==> config.mk <==
export PLATFORM = sky130hd
export DESIGN_NAME = adc_sample_sequencer
export DESIGN_NICKNAME = d
export VERILOG_FILES = /design/src/rtl/adc_pkg.sv /design/src/rtl/adc_serial_rx.sv /design/src/rtl/adc_sample_sequencer.sv
export SDC_FILE = /design/constraint.sdc
export NUM_CORES = 1
export LEC_CHECK = 0
export CORE_MARGIN = 4
export CORE_UTILIZATION = 45
export CTS_CLUSTER_DIAMETER = 50
export DETAILED_ROUTE_END_ITERATION = 12
export PLACE_DENSITY = 0.76
export SLEW_MARGIN = 20
export SYNTH_ARGS = -nofsm -noshare
export SYNTH_HDL_FRONTEND = slang
export SYNTH_SLANG_ARGS = --single-unit
==> constraint.sdc <==
create_clock -name clk -period 2.6 [get_ports clk]
set_input_delay 0.52 -clock clk [delete_from_list [all_inputs] [get_ports clk]]
set_output_delay 0.52 -clock clk [all_outputs]
set_load 0.01 [all_outputs]
==> src/rtl/adc_pkg.sv <==
// adc_pkg: shared state encoding, adc_ctrl bit map and counter width for the ADC sequencer
package adc_pkg;
  typedef enum logic [2:0] {ADC_RST, IDLE, CONVST, WAIT_HI, WAIT_LO, READ, PUSH} state_t;
  localparam int CTRL_CONVST = 0, CTRL_RESET = 1, CTRL_RANGE = 2, CTRL_OS = 3, CTRL_STBY_N = 6;
  localparam int CNT_W = 16;
  function automatic logic [CNT_W-1:0] sat_inc(input logic [CNT_W-1:0] v);
    return &v ? v : v + 1'b1;
  endfunction
endpackage

==> src/rtl/adc_serial_rx.sv <==
// adc_serial_rx: SCLK generator and MSB-first shift register for one ADC sample word
module adc_serial_rx #(
  parameter int SAMPLE_BITS = 16,
  parameter int SCLK_DIV = 2
) (
  input  logic                   clk,
  input  logic                   reset_n,
  input  logic                   start,
  input  logic                   miso,
  output logic                   sclk,
  output logic                   done,
  output logic [SAMPLE_BITS-1:0] data
);
  localparam int DW = SCLK_DIV > 1 ? $clog2(SCLK_DIV) : 1;
  localparam int BW = $clog2(SAMPLE_BITS + 1);
  logic          busy, tog;
  logic [DW-1:0] div;
  logic [BW-1:0] bits;
  assign tog = busy && div == DW'(SCLK_DIV - 1);
  always_ff @(posedge clk or negedge reset_n)
    if (!reset_n) begin
      sclk <= 1'b1;
      done <= 1'b0;
      busy <= 1'b0;
      div  <= '0;
      bits <= '0;
      data <= '0;
    end else begin
      done <= 1'b0;
      if (start) begin
        busy <= 1'b1;
        sclk <= 1'b0;
        div  <= '0;
        bits <= '0;
      end else if (busy) begin
        div <= tog ? '0 : div + 1'b1;
        if (tog) sclk <= ~sclk;
        // MISO is captured on the edge that raises SCLK; SCLK then idles high
        if (tog && !sclk) begin
          data <= {data[SAMPLE_BITS-2:0], miso};
          bits <= bits + 1'b1;
          if (bits == BW'(SAMPLE_BITS - 1)) begin
            busy <= 1'b0;
            done <= 1'b1;
          end
        end
      end
    end
endmodule

==> src/rtl/adc_sample_sequencer.sv <==
// adc_sample_sequencer: per-tick CONVST/BUSY/serial-read sequencing of an 8-channel ADC into a valid/ready stream
module adc_sample_sequencer
  import adc_pkg::*;
#(
  parameter int NUM_CH = 8,
  parameter int SAMPLE_BITS = 16,
  parameter int SCLK_DIV = 2,
  parameter int CONVST_CYCLES = 2,
  parameter int RESET_CYCLES = 8,
  parameter int BUSY_TIMEOUT = 255
) (
  input  logic                   clk,
  input  logic                   reset_n,
  input  logic                   enable,
  input  logic                   sample_tick,
  input  logic [2:0]             os_ratio,
  input  logic                   range_sel,
  output logic [6:0]             adc_ctrl,
  input  logic                   adc_busy,
  output logic                   adc_sclk,
  output logic                   adc_cs_n,
  input  logic                   adc_miso,
  output logic                   smp_valid,
  input  logic                   smp_ready,
  output logic [SAMPLE_BITS-1:0] smp_data,
  output logic [2:0]             smp_chan,
  output logic                   smp_last,
  output logic [CNT_W-1:0]       overrun_cnt,
  output logic [CNT_W-1:0]       timeout_cnt
);
  state_t                 state, state_nx;
  logic [CNT_W-1:0]       cnt;
  logic [2:0]             ch, os_q;
  logic                   range_q, convst, adc_rst, rx_start, rx_done, wait_to;
  logic [SAMPLE_BITS-1:0] rx_data;
  adc_serial_rx #(.SAMPLE_BITS(SAMPLE_BITS), .SCLK_DIV(SCLK_DIV)) u_rx (
    .clk, .reset_n, .start(rx_start), .miso(adc_miso), .sclk(adc_sclk), .done(rx_done), .data(rx_data)
  );
  assign wait_to = cnt == CNT_W'(BUSY_TIMEOUT - 1);
  assign smp_chan = ch;
  assign smp_last = smp_valid && ch == 3'(NUM_CH - 1);
  always_comb begin
    adc_ctrl = '0;
    adc_ctrl[CTRL_CONVST] = convst;
    adc_ctrl[CTRL_RESET] = adc_rst;
    adc_ctrl[CTRL_RANGE] = range_q;
    adc_ctrl[CTRL_OS +: 3] = os_q;
    adc_ctrl[CTRL_STBY_N] = 1'b1;
  end
  always_comb begin
    state_nx = state;
    case (state)
      ADC_RST: state_nx = cnt == CNT_W'(RESET_CYCLES - 1) ? IDLE : ADC_RST;
      IDLE:    state_nx = sample_tick && enable ? CONVST : IDLE;
      CONVST:  state_nx = cnt == CNT_W'(CONVST_CYCLES - 1) ? WAIT_HI : CONVST;
      WAIT_HI: state_nx = adc_busy ? WAIT_LO : wait_to ? IDLE : WAIT_HI;
      WAIT_LO: state_nx = !adc_busy ? READ : wait_to ? IDLE : WAIT_LO;
      READ:    state_nx = rx_done ? PUSH : READ;
      PUSH:    state_nx = !smp_ready ? PUSH : ch == 3'(NUM_CH - 1) ? IDLE : READ;
      default: state_nx = ADC_RST;
    endcase
  end
  // ADC-facing strobes are registered from the next state so they switch cleanly with it
  always_ff @(posedge clk or negedge reset_n)
    if (!reset_n) begin
      state       <= ADC_RST;
      cnt         <= '0;
      ch          <= '0;
      os_q        <= '0;
      range_q     <= 1'b0;
      convst      <= 1'b1;
      adc_rst     <= 1'b1;
      rx_start    <= 1'b0;
      adc_cs_n    <= 1'b1;
      smp_valid   <= 1'b0;
      smp_data    <= '0;
      overrun_cnt <= '0;
      timeout_cnt <= '0;
    end else begin
      state     <= state_nx;
      cnt       <= state_nx == state ? cnt + 1'b1 : '0;
      convst    <= state_nx != CONVST;
      adc_rst   <= state_nx == ADC_RST;
      rx_start  <= state_nx == READ && state != READ;
      adc_cs_n  <= !(state_nx == READ || state_nx == PUSH);
      smp_valid <= state_nx == PUSH;
      ch        <= state == WAIT_LO ? '0 : state == PUSH && state_nx == READ ? ch + 1'b1 : ch;
      if (rx_done) smp_data <= rx_data;
      if (state == IDLE) begin
        os_q    <= os_ratio;
        range_q <= range_sel;
      end
      if (sample_tick && !(state == IDLE && enable)) overrun_cnt <= sat_inc(overrun_cnt);
      if ((state == WAIT_HI || state == WAIT_LO) && state_nx == IDLE) timeout_cnt <= sat_inc(timeout_cnt);
    end
endmodule

After elaboration in Yosys (flattened, before gate mapping)
Index checks and enable logic that the tools add are counted.
{"block": "op_classes", "addsub": 6, "eq_ne": 17, "mux": 31, "bitwise": 4, "reduce_logical": 27}
{"operator": "adder 16 x 1 -> 16 bit (second input constant)", "count": 3}
{"operator": "AND reduction 16 bit", "count": 2}
{"operator": "2-to-1 mux 3 bit", "count": 7}
{"operator": "case mux 3 bit (7 select lines)", "count": 1}
{"operator": "equality test 3 bit (second input constant)", "count": 6}
{"operator": "equality test 16 x 1 -> 1 bit (second input constant)", "count": 1}
{"operator": "equality test 16 x 3 -> 1 bit (second input constant)", "count": 1}
{"operator": "equality test 16 x 8 -> 1 bit (second input constant)", "count": 1}
{"operator": "2-to-1 mux 1 bit", "count": 16}
{"operator": "2-to-1 mux 16 bit", "count": 1}
{"operator": "2-to-1 mux 5 bit", "count": 3}
{"operator": "logical AND 1 bit", "count": 9}
{"operator": "AND reduction 2 bit", "count": 4}
{"operator": "nonzero test 2 bit", "count": 4}
{"operator": "equality test 3 x 1 -> 1 bit (second input constant)", "count": 2}
{"operator": "equality test 3 x 2 -> 1 bit (second input constant)", "count": 2}
{"operator": "zero test 3 bit", "count": 2}
{"operator": "2-to-1 mux 2 bit", "count": 3}
{"operator": "adder 5 x 1 -> 5 bit (second input constant)", "count": 1}
{"operator": "equality test 5 x 4 -> 1 bit (second input constant)", "count": 1}
{"operator": "inverter 1 bit", "count": 4}
{"operator": "adder 3 x 1 -> 3 bit (second input constant)", "count": 1}
{"operator": "equality test 3 bit", "count": 1}
{"operator": "zero test 1 bit", "count": 3}
{"operator": "5 further kinds", "count": 6}
{"block": "totals", "register_bits": 104, "in_bits": 11, "output_inout_bits": 62, "word_cells": 104}

Depth between registers and ports, before layout
{"block": "depth", "depth_word": 8, "mapped_depth": 8, "depth_no_buf": 8}

Cells and area by module
From an unflattened synthesis, not the netlist that was laid out.
{"block": "unflattened", "cells_unflattened": 406, "hier_area_um2": 4927.2}
{"mod": "adc_sample_sequencer", "n_inst": 1, "cells_per_inst": 333, "area_per_inst_um2": 3848.7, "seq_area_each_um2": 1980.6}
{"mod": "adc_serial_rx", "n_inst": 1, "cells_per_inst": 73, "area_per_inst_um2": 1078.5, "seq_area_each_um2": 626.9}

Worst setup path after synthesis
Ideal clock, no wire load.
{"block": "synth_path", "kind": "register to register", "from": "register cnt[12]", "to": "register timeout_cnt[6]", "setup_time_ps": 126, "arrival_ps": 2019, "required_time_ps": 2474, "setup_slack_ps": 455, "stages_incl_launch_ff": 7, "n_path_buf": 1, "period_less_slack_ps": 2145, "path_cell_list": "dfrtp_1 or4_4 nor4_4 o311a_2 buf_2 nand4_1 xnor2_1"}
{"block": "synth_via", "elab_chain_cells": 7, "word_cells_on_any_way": 13, "classes_between": "4 x eq/ne; 7 x mux; 2 x reduce/logical"}
{"item": "start, declared", "line_no": "adc_sample_sequencer.sv:32", "text": "logic [CNT_W-1:0] cnt;"}
{"item": "start signal, assigned", "line_no": "adc_sample_sequencer.sv:81", "text": "cnt <= state_nx == state ? cnt + 1'b1 : '0;"}
{"item": "equality test 16 x 8 -> 1 bit", "line_no": "adc_sample_sequencer.sv:39", "text": "assign wait_to = cnt == CNT_W'(BUSY_TIMEOUT - 1);"}
{"item": "2-to-1 mux 3 bit / 2-to-1 mux 2 bit (equally long branches)", "line_no": "adc_sample_sequencer.sv:57, adc_sample_sequencer.sv:56"}
{"item": "2-to-1 mux 3 bit (on tied branches)", "line_no": "adc_sample_sequencer.sv:57, adc_sample_sequencer.sv:56"}
{"item": "case mux 3 bit (7 select lines) *", "line_no": "adc_sample_sequencer.sv:52", "text": "case (state)"}
{"item": "equality test 3 x 1 -> 1 bit *", "line_no": "adc_sample_sequencer.sv:94", "text": "if ((state == WAIT_HI || state == WAIT_LO) && state_nx == IDLE) timeout_cnt <= sat_inc(timeout_cnt);"}
{"item": "logical AND 1 bit *", "line_no": "adc_sample_sequencer.sv:94"}
{"item": "AND reduction 2 bit (no line) *"}
{"item": "end signal, assigned", "line_no": "adc_sample_sequencer.sv:94"}
{"item": "end, declared", "line_no": "adc_sample_sequencer.sv:29", "text": "output logic [CNT_W-1:0] timeout_cnt"}
Every way passes the cells marked *; elsewhere a longest branch is shown, timed or not.
A chain may end at the register's enable or synchronous reset.

Worst setup path after layout
{"block": "layout_path", "from": "register cnt[12]", "to": "register adc_rst"}
{"block": "layout_via", "elab_chain_cells": 5, "word_cells_on_any_way": 11, "classes_between": "3 x eq/ne; 7 x mux; 1 x reduce/logical"}
{"item": "equality test 16 x 8 -> 1 bit", "line_no": "adc_sample_sequencer.sv:39"}
{"item": "2-to-1 mux 2 bit", "line_no": "adc_sample_sequencer.sv:56", "text": "WAIT_HI: state_nx = adc_busy ? WAIT_LO : wait_to ? IDLE : WAIT_HI;"}
{"item": "2-to-1 mux 3 bit", "line_no": "adc_sample_sequencer.sv:56"}
{"item": "case mux 3 bit (7 select lines)", "line_no": "adc_sample_sequencer.sv:52"}
{"item": "via state_nx[1]", "line_no": "adc_sample_sequencer.sv:31", "text": "state_t state, state_nx;"}
{"item": "zero test 3 bit", "line_no": "adc_sample_sequencer.sv:83", "text": "adc_rst <= state_nx == ADC_RST;"}
{"item": "end signal, assigned", "line_no": "adc_sample_sequencer.sv:72", "text": "adc_rst <= 1'b1;"}
{"item": "end signal, assigned", "line_no": "adc_sample_sequencer.sv:83"}
{"item": "end, declared", "line_no": "adc_sample_sequencer.sv:34", "text": "logic range_q, convst, adc_rst, rx_start, rx_done, wait_to;"}
The timed path passes the listed nets, and every way through them passes these cells.

==> impl_metrics.yaml <==
sta:
  final-setup-viol-count: 0
  tns_ns: 0
  maxSlewHeadroom_pct: 52.3
  period_needed_ns: 2.36
  fmax_mhz: 423
  worst_clock_skew_ns: 0.0111
  worst_pin_slew_ns: 0.709
  rsz0062_at_grt: "no"
  maxSlewViolCount: 0
  period_share_pct: 90.8
  final_hold_viol_count: 0
route:
  wire_per_inst_microns: 14.8
  viasPerCell: 5.28
  first_pass_iters: 4
  drt-total-wl_microns: 9200
  first_iter_violations: 175
  via_count: 3274
  drc: 0
  drtAntennaViolNets: 0
yosys:
  avgSynthCellArea_sq_um: 11.6
  synth_area_leaders: "dfrtp_1 54%, mux2_2 9.2%, xnor2_1 6.2%"
  ys_top_cells_by_count: "100 x dfrtp_1, 41 x nor2_1, 38 x mux2_2, 33 x xnor2_1, 30 x nand2_1"
  synth_nets: 422
  synth_most_common_cell: "dfrtp_1"
  synth_area_sq_um: 4660
  synth_warnings: 0
  synth_area_leader_cell: "dfrtp_1"
  synth_seq_area_share_pct: 56.0
  async_reset_ff_share_pct: 100
  ys_types: 47
  ys_seq_elements: 104
  synth_top_cell_area_share_pct: 53.7
  synthCells: 403
  ys.flop_type: "dfrtp_1"
  synth-edff-count: 0
outcome:
  status: "completed"
final_layout:
  stdcell_area_sq_um: 5780
  fin_nets: 501
  antenna_cells: 0
  multi_input_area_sq_um: 1930
  seqCellArea_sq_um: 2610
  area_growth_pct: 24.1
  drive_gt1_share_pct: 16.2
  fill_cells: 823
floorplan:
  ios: 73
  die_height_microns: 110
  initial_core_util_pct: 47.0
  rows: 36
  die_w_microns: 110
  die_area_sq_um: 12000
  core_area_sq_um: 9910
worst_setup_path:
  reg2reg_depth: 5
  path_delay_family: "simple AND/OR/NAND/NOR gates"
  slowest_stage: "or4_4"
  path_cells: "or4_4 -> nor4_4 -> nor2_1 -> or4_4 -> nor3_2"
  worstPathRequired_ns: 2.90
  slowest_delay_ns: 0.57
  r2r_slack_ns: 0.24
  reg2reg_from: "cnt[12]$_DFF_PN0_"
  arrival_ns: 2.66
  r2r_end: "adc_rst$_DFF_PN1_"
  cp-end-kind: "flop"
  cp_common_cell: "or4_4"
  cp_max_fo: 6
  worst-path-buf-inv: 0
  path_class: "reg -> reg"
  critPathLaunchType: "flop"
placement:
  hpwl_microns: 6510
  placed_cell_area_sq_um: 5550
  routabilityCongestion: 0.815
  portBuffers: 71
global_route:
  grt_antenna_before_repair: 0
  overflow: 0
  grt_pass1_vias: 3328
  grt_usage_pct: 16.6
  grt_pass1_wl_microns: 15900
  grt_max_degree: 52
clock_network:
  cts_buffer_depth: 2
  clk_latency_ns: 0.36
  tritoncts: "done"
  clk_pin_slew_ns: 0.11
  ctsRootBufferMaster: "clkbuf_8"
  cts_hold_buf: 0
  cts_setup_buffers: 0
  post_cts_resized: 0
  cts.sinks: 104
  cts_buffers: 9
  cts_max_level: 3
flow_run:
  drv_cap: 0
pwr:
  p_per_area_nw_per_um2: 834
  p_leak_nw: 2.59
  fin_total_pwr_mw: 4.82
  peakVddDrop_uv: 446
min_path:
  hold_class: "in -> async"
[power breakdown]
| group | total, mW | leakage, nW | switching, mW | internal [mW] |
|---|---|---|---|---|
| Sequential | 2.30 | 1.38 | 0.348 | 1.95 |
| Clock | 1.17 | 0.117 | 0.601 | 0.564 |
| Combinational | 1.36 | 1.10 | 0.642 | 0.714 |
| Total | 4.82 | 2.59 | 1.59 | 3.23 |
[routing by layer]
metal  GRT usage, %  up-vias  routed length [microns]
met5              0        -                        0
met4           5.25        0                      132
met3           3.23       11                      389
met2           25.9       81                     4360
met1           23.4     1634                     4320
li1               -     1548                        -
[how the worst max path moves through the flow]
stage / cells after the start / startpoint / endpoint
after floorplan: 6 / cnt[12]$_DFF_PN0_ / timeout_cnt[6]$_DFFE_PN0P_
after CTS: 4 / smp_chan[0]$_DFFE_PN0P_ / smp_last
after global placement: 7 / adc_busy / timeout_cnt[4]$_DFFE_PN0P_
after detailed placement: 7 / adc_busy / timeout_cnt[6]$_DFFE_PN0P_
after global routing: 5 / cnt[12]$_DFF_PN0_ / adc_rst$_DFF_PN1_
final: 5 / cnt[12]$_DFF_PN0_ / adc_rst$_DFF_PN1_
[per-stage QoR]
stage                     setup slack, ns  instances  hold slack, ns  util, %
final                               0.239        620           0.169     58.3
after global routing                0.143        620           0.217     58.3
after CTS                           0.243        620           0.193     58.3
after detailed placement            0.204        604           0.479     56.0
after global placement              0.234        604           0.478     56.0
after floorplan                     0.455        403           0.224        -
[final cells by class]
type	count	share of cell area, %
Sequential cell	104	45.1
Multi-Input combinational cell	272	33.4
Timing Repair Buffer	83	13.8
Tap cell	133	2.88
Clock buffer	9	2.14
Clock inverter	7	1.84
Inverter	12	0.780
[cell usage in the layout (no fill, tap or decap), drive strengths merged, types with 8 or more instances in the layout]
cell type      instances
and3                  10
buf                   13
clkbuf                 9
clkdlybuf4s50         70
dfrtp                100
ha                     8
inv                   17
mux2                  38
nand2                 30
nand3                 20
nand4                 16
nor2                  41
xnor2                 33
xor2                  15
[flip-flops by register name (all words and copies together), names as in the netlist, 3 cells and up]
signal	flops
u_rx.bits	5
overrun_cnt	16
os_q	3
smp_data	16
smp_chan	3
state	3
cnt	16
timeout_cnt	16
u_rx.data	16
[worst register-to-register path: cells and delay by family, from the launching register on]
kind,cells,cell delay [ns]
DFF,1,0.44
and+or+nand+nor,5,1.86
[cell families after synthesis]
| kind of cell | after synthesis | synth area share (%) |
|---|---|---|
| and+or+nand+nor | 152 | 17.4 |
| DFF | 104 | 56.0 |
| xor gates and xnor gates | 48 | 9.03 |
| muxes | 40 | 9.62 |
| buffers and inverters | 27 | 2.55 |
| AOI/OAI and AO/OA | 23 | 3.20 |
| adders and majority gates | 8 | 2.15 |
| other | 1 | 0.0805 |
No activity file was read; power rests on OpenSTA's default activity.
